**src/rtl/sme_job_scheduler_if.sv**
```systemverilog
// Host/engine bus of the job scheduler: string load, pattern queue,
// engine byte stream and tagged result handshake.
// slave = scheduler side, master = host plus engine side.
interface sme_job_scheduler_if #(
    parameter int unsigned QDEPTH = 4
);
    localparam int unsigned TAG_W = $clog2(QDEPTH);

    logic             str_wr;
    logic [7:0]       str_data;
    logic             str_last;
    logic             str_ready;
    logic             pat_wr;
    logic [7:0]       pat_data;
    logic             pat_last;
    logic             pat_full;
    logic [7:0]       eng_chardata;
    logic             eng_isstring;
    logic             eng_ispattern;
    logic             eng_valid;
    logic             eng_match;
    logic [4:0]       eng_match_index;
    logic             res_valid;
    logic             res_ready;
    logic             res_match;
    logic [4:0]       res_index;
    logic [TAG_W-1:0] res_tag;
    logic             res_timeout;
    logic             busy;

    modport slave (
        input  str_wr, str_data, str_last, pat_wr, pat_data, pat_last,
               eng_valid, eng_match, eng_match_index, res_ready,
        output str_ready, pat_full, eng_chardata, eng_isstring, eng_ispattern,
               res_valid, res_match, res_index, res_tag, res_timeout, busy
    );

    modport master (
        output str_wr, str_data, str_last, pat_wr, pat_data, pat_last,
               eng_valid, eng_match, eng_match_index, res_ready,
        input  str_ready, pat_full, eng_chardata, eng_isstring, eng_ispattern,
               res_valid, res_match, res_index, res_tag, res_timeout, busy
    );
endinterface

```
**src/rtl/sme_job_scheduler.sv**
```systemverilog
// Job scheduler in front of the string matching engine. Holds one target
// string and a queue of patterns, replays each job to the engine as a
// serial byte stream and returns tagged results with a watchdog timeout.
// Optional feature macro: SME_SCHED_STR_REUSE_EN (skip resending an
// unchanged string; engine keeps its copy on pattern-only jobs).
module sme_job_scheduler #(
    parameter int unsigned STR_MAX  = 32,
    parameter int unsigned PAT_MAX  = 8,
    parameter int unsigned QDEPTH   = 4,
    parameter int unsigned WDOG_CYC = 255
) (
    input  logic                  clk,
    input  logic                  reset,
    sme_job_scheduler_if.slave    bus
);
    localparam int unsigned SA_W = $clog2(STR_MAX);
    localparam int unsigned SL_W = $clog2(STR_MAX + 1);
    localparam int unsigned PA_W = $clog2(PAT_MAX);
    localparam int unsigned PL_W = $clog2(PAT_MAX + 1);
    localparam int unsigned QA_W = $clog2(QDEPTH);
    localparam int unsigned QC_W = QA_W + 1;
    localparam int unsigned WD_W = $clog2(WDOG_CYC + 1);

    typedef enum logic [1:0] {
        S_IDLE,
        S_SEND_STR,
        S_SEND_PAT,
        S_WAIT
    } state_t;

    // String buffer and its control
    logic [7:0]      r_str [STR_MAX];
    logic [SL_W-1:0] r_str_len;
    logic            r_str_open;
    logic            r_str_loaded;
    logic            r_str_new;

    // Pattern queue
    logic [7:0]      r_pat     [QDEPTH][PAT_MAX];
    logic [PL_W-1:0] r_pat_len [QDEPTH];
    logic [QA_W-1:0] r_wptr;
    logic [QA_W-1:0] r_rptr;
    logic [QC_W-1:0] r_count;
    logic [PL_W-1:0] r_wlen;
    logic            r_pat_full;

    // Job sequencer
    state_t          r_state;
    logic [SL_W-1:0] r_k;
    logic [PL_W-1:0] r_job_plen;
    logic [QA_W-1:0] r_job_tag;
    logic [WD_W-1:0] r_wdog;

    // Registered outputs
    logic [7:0]      r_chardata;
    logic            r_isstring;
    logic            r_ispattern;
    logic            r_res_valid;
    logic            r_res_match;
    logic [4:0]      r_res_index;
    logic [QA_W-1:0] r_res_tag;
    logic            r_res_timeout;
    logic            r_busy;
    logic            r_str_ready;

    logic            w_str_acc;
    logic            w_str_room;
    logic            w_str_we;
    logic [SA_W-1:0] w_str_widx;
    logic            w_pat_acc;
    logic            w_pat_room;
    logic            w_pat_we;
    logic            w_commit;
    logic [PL_W-1:0] w_commit_len;
    logic            w_pop;
    logic            w_str_end;
    logic            w_skip_str;
    logic            w_launch;
    logic [QC_W-1:0] w_count_nxt;

    assign w_str_acc    = bus.str_wr & r_str_ready;
    assign w_str_room   = (r_str_len < SL_W'(STR_MAX));
    assign w_str_we     = w_str_acc & (~r_str_open | w_str_room);
    assign w_str_widx   = r_str_open ? r_str_len[SA_W-1:0] : '0;

    assign w_pat_acc    = bus.pat_wr & ~r_pat_full;
    assign w_pat_room   = (r_wlen < PL_W'(PAT_MAX));
    assign w_pat_we     = w_pat_acc & w_pat_room;
    assign w_commit     = w_pat_acc & bus.pat_last;
    assign w_commit_len = w_pat_room ? r_wlen + PL_W'(1) : r_wlen;

    assign w_str_end    = (r_k == r_str_len - SL_W'(1));
    assign w_pop        = (r_state == S_SEND_PAT) &&
                          (r_k == SL_W'(r_job_plen) - SL_W'(1));
    assign w_count_nxt  = r_count + QC_W'(w_commit) - QC_W'(w_pop);

`ifdef SME_SCHED_STR_REUSE_EN
    assign w_skip_str = ~r_str_new;
`else
    assign w_skip_str = 1'b0;
`endif

    // A string byte arriving in the launch cycle would overwrite the buffer
    // about to be replayed, so it holds the launch off as well.
    assign w_launch = (r_state == S_IDLE) && (r_count != '0) &&
                      r_str_loaded && ~r_str_open && ~w_str_acc &&
                      (~r_res_valid | bus.res_ready);

    // Byte storage for the string and the pattern write entry
    always_ff @(posedge clk) begin
        if (w_str_we) begin
            r_str[w_str_widx] <= bus.str_data;
        end
        if (w_pat_we) begin
            r_pat[r_wptr][r_wlen[PA_W-1:0]] <= bus.pat_data;
        end
        if (w_commit) begin
            r_pat_len[r_wptr] <= w_commit_len;
        end
    end

    // Queue pointers, occupancy and full flag (commit and pop may coincide).
    // The write pointer doubles as the tag counter: tags are assigned in
    // commit order modulo QDEPTH, so an entry's tag equals its slot index.
    always_ff @(posedge clk) begin
        if (reset) begin
            r_wptr     <= '0;
            r_rptr     <= '0;
            r_count    <= '0;
            r_wlen     <= '0;
            r_pat_full <= 1'b0;
        end else begin
            if (w_pat_we) begin
                r_wlen <= r_wlen + PL_W'(1);
            end
            if (w_commit) begin
                r_wptr <= r_wptr + QA_W'(1);
                r_wlen <= '0;
            end
            if (w_pop) begin
                r_rptr <= r_rptr + QA_W'(1);
            end
            r_count    <= w_count_nxt;
            r_pat_full <= (w_count_nxt == QC_W'(QDEPTH));
        end
    end

    // Job FSM with string load control, engine drive and result register
    always_ff @(posedge clk) begin
        if (reset) begin
            r_state       <= S_IDLE;
            r_k           <= '0;
            r_job_plen    <= '0;
            r_job_tag     <= '0;
            r_wdog        <= '0;
            r_str_len     <= '0;
            r_str_open    <= 1'b0;
            r_str_loaded  <= 1'b0;
            r_str_new     <= 1'b0;
            r_chardata    <= '0;
            r_isstring    <= 1'b0;
            r_ispattern   <= 1'b0;
            r_res_valid   <= 1'b0;
            r_res_match   <= 1'b0;
            r_res_index   <= '0;
            r_res_tag     <= '0;
            r_res_timeout <= 1'b0;
            r_busy        <= 1'b0;
            r_str_ready   <= 1'b1;
        end else begin
            r_isstring  <= 1'b0;
            r_ispattern <= 1'b0;

            if (r_res_valid && bus.res_ready) begin
                r_res_valid <= 1'b0;
            end

            if (w_str_acc) begin
                if (!r_str_open) begin
                    r_str_len <= SL_W'(1);
                end else if (w_str_room) begin
                    r_str_len <= r_str_len + SL_W'(1);
                end
                r_str_open <= ~bus.str_last;
                if (bus.str_last) begin
                    r_str_loaded <= 1'b1;
                    r_str_new    <= 1'b1;
                end
            end

            case (r_state)
                S_IDLE: begin
                    if (w_launch) begin
                        r_job_plen  <= r_pat_len[r_rptr];
                        r_job_tag   <= r_rptr;
                        r_k         <= '0;
                        r_busy      <= 1'b1;
                        r_str_ready <= 1'b0;
                        r_state     <= w_skip_str ? S_SEND_PAT : S_SEND_STR;
                    end
                end
                S_SEND_STR: begin
                    r_isstring <= 1'b1;
                    r_chardata <= r_str[r_k[SA_W-1:0]];
                    r_str_new  <= 1'b0;
                    if (w_str_end) begin
                        r_k     <= '0;
                        r_state <= S_SEND_PAT;
                    end else begin
                        r_k <= r_k + SL_W'(1);
                    end
                end
                S_SEND_PAT: begin
                    r_ispattern <= 1'b1;
                    r_chardata  <= r_pat[r_rptr][r_k[PA_W-1:0]];
                    if (w_pop) begin
                        r_k     <= '0;
                        r_wdog  <= '0;
                        r_state <= S_WAIT;
                    end else begin
                        r_k <= r_k + SL_W'(1);
                    end
                end
                S_WAIT: begin
                    if (bus.eng_valid) begin
                        r_res_valid   <= 1'b1;
                        r_res_match   <= bus.eng_match;
                        r_res_index   <= bus.eng_match_index;
                        r_res_tag     <= r_job_tag;
                        r_res_timeout <= 1'b0;
                        r_busy        <= 1'b0;
                        r_str_ready   <= 1'b1;
                        r_state       <= S_IDLE;
                    end else if (r_wdog == WD_W'(WDOG_CYC - 1)) begin
                        r_res_valid   <= 1'b1;
                        r_res_match   <= 1'b0;
                        r_res_index   <= '0;
                        r_res_tag     <= r_job_tag;
                        r_res_timeout <= 1'b1;
                        r_busy        <= 1'b0;
                        r_str_ready   <= 1'b1;
                        r_state       <= S_IDLE;
                    end else begin
                        r_wdog <= r_wdog + WD_W'(1);
                    end
                end
                default: begin
                    r_state <= S_IDLE;
                end
            endcase
        end
    end

    assign bus.str_ready     = r_str_ready;
    assign bus.pat_full      = r_pat_full;
    assign bus.eng_chardata  = r_chardata;
    assign bus.eng_isstring  = r_isstring;
    assign bus.eng_ispattern = r_ispattern;
    assign bus.res_valid     = r_res_valid;
    assign bus.res_match     = r_res_match;
    assign bus.res_index     = r_res_index;
    assign bus.res_tag       = r_res_tag;
    assign bus.res_timeout   = r_res_timeout;
    assign bus.busy          = r_busy;
endmodule

```
**src/flat_wrapper.sv**
```systemverilog
// flat-port wrapper written by rule: the top's interface ports become plain ports
module sme_job_scheduler_flat 
#(
    parameter int unsigned STR_MAX  = 32,
    parameter int unsigned PAT_MAX  = 8,
    parameter int unsigned QDEPTH   = 4,
    parameter int unsigned WDOG_CYC = 255
)
  (clk, reset, bus_str_wr, bus_str_data, bus_str_last, bus_pat_wr, bus_pat_data, bus_pat_last, bus_eng_valid, bus_eng_match, bus_eng_match_index, bus_res_ready, bus_str_ready, bus_pat_full, bus_eng_chardata, bus_eng_isstring, bus_eng_ispattern, bus_res_valid, bus_res_match, bus_res_index, bus_res_tag, bus_res_timeout, bus_busy);
  sme_job_scheduler_if #(.QDEPTH(QDEPTH)) bus_i ();
  input  logic clk;
  input  logic reset;
  input wire logic [$bits(bus_i.str_wr)-1:0] bus_str_wr;
  input wire logic [$bits(bus_i.str_data)-1:0] bus_str_data;
  input wire logic [$bits(bus_i.str_last)-1:0] bus_str_last;
  input wire logic [$bits(bus_i.pat_wr)-1:0] bus_pat_wr;
  input wire logic [$bits(bus_i.pat_data)-1:0] bus_pat_data;
  input wire logic [$bits(bus_i.pat_last)-1:0] bus_pat_last;
  input wire logic [$bits(bus_i.eng_valid)-1:0] bus_eng_valid;
  input wire logic [$bits(bus_i.eng_match)-1:0] bus_eng_match;
  input wire logic [$bits(bus_i.eng_match_index)-1:0] bus_eng_match_index;
  input wire logic [$bits(bus_i.res_ready)-1:0] bus_res_ready;
  output wire logic [$bits(bus_i.str_ready)-1:0] bus_str_ready;
  output wire logic [$bits(bus_i.pat_full)-1:0] bus_pat_full;
  output wire logic [$bits(bus_i.eng_chardata)-1:0] bus_eng_chardata;
  output wire logic [$bits(bus_i.eng_isstring)-1:0] bus_eng_isstring;
  output wire logic [$bits(bus_i.eng_ispattern)-1:0] bus_eng_ispattern;
  output wire logic [$bits(bus_i.res_valid)-1:0] bus_res_valid;
  output wire logic [$bits(bus_i.res_match)-1:0] bus_res_match;
  output wire logic [$bits(bus_i.res_index)-1:0] bus_res_index;
  output wire logic [$bits(bus_i.res_tag)-1:0] bus_res_tag;
  output wire logic [$bits(bus_i.res_timeout)-1:0] bus_res_timeout;
  output wire logic [$bits(bus_i.busy)-1:0] bus_busy;
  assign bus_i.str_wr = bus_str_wr;
  assign bus_i.str_data = bus_str_data;
  assign bus_i.str_last = bus_str_last;
  assign bus_i.pat_wr = bus_pat_wr;
  assign bus_i.pat_data = bus_pat_data;
  assign bus_i.pat_last = bus_pat_last;
  assign bus_i.eng_valid = bus_eng_valid;
  assign bus_i.eng_match = bus_eng_match;
  assign bus_i.eng_match_index = bus_eng_match_index;
  assign bus_i.res_ready = bus_res_ready;
  assign bus_str_ready = bus_i.str_ready;
  assign bus_pat_full = bus_i.pat_full;
  assign bus_eng_chardata = bus_i.eng_chardata;
  assign bus_eng_isstring = bus_i.eng_isstring;
  assign bus_eng_ispattern = bus_i.eng_ispattern;
  assign bus_res_valid = bus_i.res_valid;
  assign bus_res_match = bus_i.res_match;
  assign bus_res_index = bus_i.res_index;
  assign bus_res_tag = bus_i.res_tag;
  assign bus_res_timeout = bus_i.res_timeout;
  assign bus_busy = bus_i.busy;
  sme_job_scheduler #(.STR_MAX(STR_MAX), .PAT_MAX(PAT_MAX), .QDEPTH(QDEPTH), .WDOG_CYC(WDOG_CYC)) u_core (.clk(clk), .reset(reset), .bus(bus_i));
endmodule
```
**config.mk**
```make
export PLATFORM = sky130hd
export DESIGN_NAME = sme_job_scheduler_flat
export DESIGN_NICKNAME = d
export VERILOG_FILES = /design/src/rtl/sme_job_scheduler_if.sv /design/src/rtl/sme_job_scheduler.sv /design/src/flat_wrapper.sv
export SDC_FILE = /design/constraint.sdc
export NUM_CORES = 1
export LEC_CHECK = 0
export CAP_MARGIN = 40
export CELL_PAD_IN_SITES_DETAIL_PLACEMENT = 1
export CELL_PAD_IN_SITES_GLOBAL_PLACEMENT = 2
export CORE_ASPECT_RATIO = 2
export CORE_UTILIZATION = 52
export CTS_CLUSTER_SIZE = 12
export DETAILED_ROUTE_END_ITERATION = 8
export PLACE_DENSITY = 0.84
export SKIP_LAST_GASP = 1
export SYNTH_ARGS = -nofsm -noshare
export SYNTH_HDL_FRONTEND = slang
export SYNTH_SLANG_ARGS = --single-unit
export TNS_END_PERCENT = 20
```
**constraint.sdc**
```tcl
create_clock -name clk -period 5.6 [get_ports clk]
set_input_delay 1.4 -clock clk [delete_from_list [all_inputs] [get_ports clk]]
set_output_delay 1.4 -clock clk [all_outputs]
set_load 0.02 [all_outputs]
```
Word-level counts from Yosys, hierarchy flattened
Memory sizes are Yosys's and may differ from the RTL's. A register that Yosys moved wholly into a read port is not among the register bits.
Cells that the tools add are included.

word-level totals
  bits in registers = 60
  memory bits (writable) = 528
  input port bits = 30
  word-level logic and storage cells = 146
  memories kept = 3

memory list
  memory            words  width  rd ports  clocked after Yosys merged registers in  wr ports  RTL line                 RTL
  u_core.r_pat      4      64     1         1                                        1         sme_job_scheduler.sv:39  logic [7:0] r_pat [QDEPTH][PAT_MAX];
  u_core.r_str      32     8      1         1                                        1         sme_job_scheduler.sv:32  logic [7:0] r_str [STR_MAX];
  u_core.r_pat_len  4      4      1         1                                        1         sme_job_scheduler.sv:40  logic [PL_W-1:0] r_pat_len [QDEPTH];

cells by class
  add/subtract/negate cells = 10
  order comparisons = 5
  equality and inequality tests = 14
  mux-type cells = 54
  bitwise operators = 14
  reduce and logical (&&, ||, !) cells = 24

operators by type and width
  cell                 number
  $mux 64              1
  $mux 8               6
  $pmux 8 s2           2
  $mux 6               5
  $mux 5               5
  $bmux 8 s3           1
  $demux 8 s3          1
  $mux 1               19
  $mux 2               9
  $pmux 6 s3           1
  $add 6x1->6 const B  2
  $eq 6x6->1           2
  $reduce_and 2->1     5
  $add 8x1->8 const B  1
  $eq 8x8->1 const B   1
  $ge 4x4->1 const B   2
  $logic_and 1x1->1    8
  $not 3->4            2
  $pmux 2 s4           1
  $reduce_and 4->1     2
  $reduce_bool 2->1    4
  $lt 6x6->1 const B   1
  $ne 2x1->1 const B   3
  $ne 2x2->1 const B   3
  21 further kinds     34

Longest topological paths before layout
  depth in word-level cells = 10
  mapped depth = 12
  mapped depth without buffers = 12

Worst setup path after synthesis
OpenSTA, ideal clock, no wires.

  path kind = input port to flip-flop
  start = input port bus_pat_wr
  end = memory u_core.r_pat[0][56] (netlist name), enable pin
  setup time = 0.332 ns
  arrival time = 2.523 ns
  setup slack = 2.745 ns
  stages = 4
  path buffers = 0
  cell sequence = nor3b_1 > nand2b_1 > nor3_1 > and2_1

on the way
  word-level cells in the longest chain between the ends = 4

RTL lines
  item                           RTL line                  RTL
  start, declared                flat_wrapper.sv:16        input wire logic [$bits(bus_i.pat_wr)-1:0] bus_pat_wr;
  $and 1x1->1                    sme_job_scheduler.sv:86   assign w_pat_acc = bus.pat_wr & ~r_pat_full;
  $and 1x1->1                    sme_job_scheduler.sv:88   assign w_pat_we = w_pat_acc & w_pat_room;
  $mux 1                         sme_job_scheduler.sv:114  if (w_pat_we) begin
  $mux 64 (implied by the code)  sme_job_scheduler.sv:115  r_pat[r_wptr][r_wlen[PA_W-1:0]] <= bus.pat_data;
  end, declared                  sme_job_scheduler.sv:39

Every way passes these cells.

Final worst setup path
  start = input port bus_str_wr
  end = memory u_core.r_str[2][5], enable pin

on the way
  word-level cells in the longest chain between the ends = 4

RTL lines
  item                          RTL line                  RTL
  start, declared               flat_wrapper.sv:13        input wire logic [$bits(bus_i.str_wr)-1:0] bus_str_wr;
  $and 1x1->1                   sme_job_scheduler.sv:81   assign w_str_acc = bus.str_wr & r_str_ready;
  $and 1x1->1                   sme_job_scheduler.sv:83   assign w_str_we = w_str_acc & (~r_str_open | w_str_room);
  $mux 1                        sme_job_scheduler.sv:111  if (w_str_we) begin
  $mux 1 (implied by the code)  sme_job_scheduler.sv:112  r_str[w_str_widx] <= bus.str_data;
  end, declared                 sme_job_scheduler.sv:32

Every way passes these cells.

==> metrics <==
CP Capture Type flop; crit-path max cell delay ~0.9 ns; status finished, final reports clean; critical path arrival 4.09 ns; post-CTS sizing 0; crit path kind in -> reg; Cell variety after synth between 60 and 70; First DRT Iteration DRCs 718; Crit Path Max Fanout 8; asr flop ratio synth 0; CTS hold repair buffers 0; initial core utilization 0.528; Core Box Area ~45000 sq um; commonest non-fill, non-tap cell in the layout edfxtp_1; Final #Nets 1346; # setup viols final 0; worst min-delay path category reg -> reg; min Tclk post-route 3.88 ns; layout cells sized above 1 0.190; Synthesized Nets around 1300; RSZ-0062 raised after global routing no; YS warnings 0; count of flip-flops with a built-in enable after synthesis roughly 530; VDD IR-drop max 0.000379 V; worst-skew pair later-pin latency about 0.6 ns; Internal between 0.006 and 0.007 W; GRT Total Usage 0.260; Syn Std Cell Area 23800 sq um; Slowest cell on crit path nor2_1; P_sw ~0.0018 W; Antenna diodes 0; first-pass GRT wire length 85800 um; register bit total from synthesis between 500 and 600; CTS tree done; clock share of power 0.392; final hold viol count 0; deepest clock path buffer count 3; H-tree depth 2; Root Driver clkbuf_16; Routed WL per cell 30.9 um; die area roughly 47000 sq um; via count around 12000; max cap viols 0; pin count of the biggest net entering global routing 45; Post-CTS Setup Bufs 0; Synth Flop Type edfxtp_1; Slew Viols, Final 0; period utilization 0.693; Area Overhead vs Synth 11.2%; gpl congestion roughly 0.9; clock sink total between 500 and 600; Clk pin slew, worst setup/hold paths ~0.06 ns; Reg2Reg Setup Slack roughly 2.5 ns; WL final ~58000 um; Power Total slightly below 0.009 W; row count 110; Max-slew headroom 0.427; antenna-violating nets left 0; Die W ~150 um; Sum Neg Setup Slack 0 ns; Clock Skews about 0.017 ns; Seq/Total Area, Yosys 0.726; pwr/cell area 332 nW/um^2; count of input and output buffers 52; Via density approximately 6.2; critical path cell sequence clkdlybuf4s50_1 -> nand2_1 -> a21oi_1 -> nand4_1 -> nor2_1; Flop pwr share 0.564; startpoint type of the worst setup path input pin; TritonCTS buffer count between 50 and 60; vias in the first global route 13000; total global routing overflow 0; initial antenna violation count 0; Worst-Margin Slew around 0.85 ns; Fmax between 200 and 300 MHz; Comb power frac 0.044; P_leak 8.22 nW; switch share 0.208; HPWL after detailed placement approximately 41000 um; drt pass-1 iters 7; die height a little over 300 um; DRC 0; most frequent cells in the layout edfxtp_1 (528), mux4_2 (144), nor2_1 (91); Avg Inst Size Synth between 15 and 20 sq um; Cells after Synth about 1200; Critical Path RT roughly 5.8 ns; boundary pin count 53
==> area by class of cell <==
type | count | area [sq um]
Inverter | 22 | 82.6
Clock buffer | 91 | 1590
Multi-Input combinational cell | 544 | 6110
Sequential cell | 599 | 17300
Clock inverter | 3 | 22.5
Timing Repair Buffer | 74 | 663
Fill cell | 3818 | 18600
Tap cell | 560 | 701
==> sequential cells by signal (all words and copies together) (netlist names), 2 cells and up, named ones only <==
signal / flops
u_core.r_wdog: 8
u_core.bus.res_index: 5
u_core.r_wlen: 4
u_core.r_count: 3
u_core.bus.res_tag: 2
u_core.bus.eng_chardata: 8
u_core.r_rptr: 2
u_core.r_job_tag: 2
u_core.r_job_plen: 4
u_core.r_str_len: 6
u_core.r_str: 256
u_core.r_state: 2
u_core.r_wptr: 2
u_core.r_pat: 256
u_core.r_k: 6
u_core.r_pat_len: 16
==> layer usage <==
layer | GRT usage | vias to the layer above | share of wire
li1 | - | 5068 | -
met5 | 0 | - | 0
met3 | 0.0310 | 139 | 0.037
met4 | 0.152 | 0 | 0.063
met2 | 0.509 | 377 | 0.58
met1 | 0.256 | 6096 | 0.32
==> path summary, 6_finish.rpt <==
kind,startpoint,to,cells after the start
setup / recovery,bus_str_wr,u_core.r_str[2][5],5
hold / removal,u_core.bus.res_tag[0],u_core.bus.res_tag[0],2
setup reg to reg,u_core.r_job_plen[0],u_core.bus.pat_full,11
hold reg to reg,u_core.bus.res_tag[0],u_core.bus.res_tag[0],2
==> Yosys cell counts, types with 8 or more instances <==
master / instances / area, sq um
a22oi_1: 16 / 120
nand2_1: 32 / 120
mux2i_1: 27 / 270
o22ai_1: 8 / 50.1
buf_4: 8 / 60.1
a21oi_1: 16 / 80.1
dfxtp_1: 71 / 1420
xor2_1: 14 / 123
clkbuf_1: 28 / 105
and2_1: 37 / 231
nand2b_1: 13 / 81.3
nor2_1: 91 / 342
nand3_1: 11 / 55.1
buf_1: 12 / 45.0
ha_1: 18 / 225
mux4_2: 144 / 3240
inv_1: 20 / 75.1
xnor2_1: 16 / 140
nand4_1: 8 / 50.1
mux4_1: 12 / 315
edfxtp_1: 528 / 15900
buf_2: 11 / 55.1
a221oi_1: 12 / 105
==> critical path: cells and delay by family <==
kind                   cells  cell delay, ns
AO/OA/AOI/OAI              1            0.36
AND/OR/NAND/NOR            3            1.73
buffers and inverters      1            0.59
==> cells by family (layout without fill, tap and decap cells) <==
kind of cell,after synthesis,in the layout,share of synthesized area
adder cells (fa/ha/maj),19,19,0.0103
buffers and inverters,85,190,0.0168
XOR/XNOR,30,30,0.0110
AND/OR/NAND/NOR,223,223,0.0459
AO/OA/AOI/OAI,87,87,0.0276
multiplexers,185,185,0.162
flip-flops,599,599,0.726
==> through the flow <==
step / std cells / hold WS (ns) / util / setup slack (ns) / instance area [sq um]
after detailed placement: 1799 / 0.464 / 0.552 / 1.20 / 24800
after CTS: 1893 / 0.472 / 0.588 / 1.82 / 26500
after global placement: 1797 / 0.458 / 0.551 / 1.33 / 24800
after global routing: 1893 / 0.493 / 0.588 / 1.64 / 26500
after floorplan: 1228 / 0.432 / - / 2.75 / 23800
final: 1893 / 0.472 / 0.588 / 1.72 / 26500
==> power by group through the flow <==
stage / Sequential, W / Clock (W) / Combinational (W)
after detailed placement: 0.00505 / 0 / 0.000394
after global placement: 0.00505 / 0 / 0.000380
after floorplan: 0.00504 / 0 / 0.000166
after CTS: 0.00496 / 0.00351 / 0.000396
after global routing: 0.00496 / 0.00364 / 0.000417
final: 0.00496 / 0.00344 / 0.000390
(Power assumes the default switching activity.)
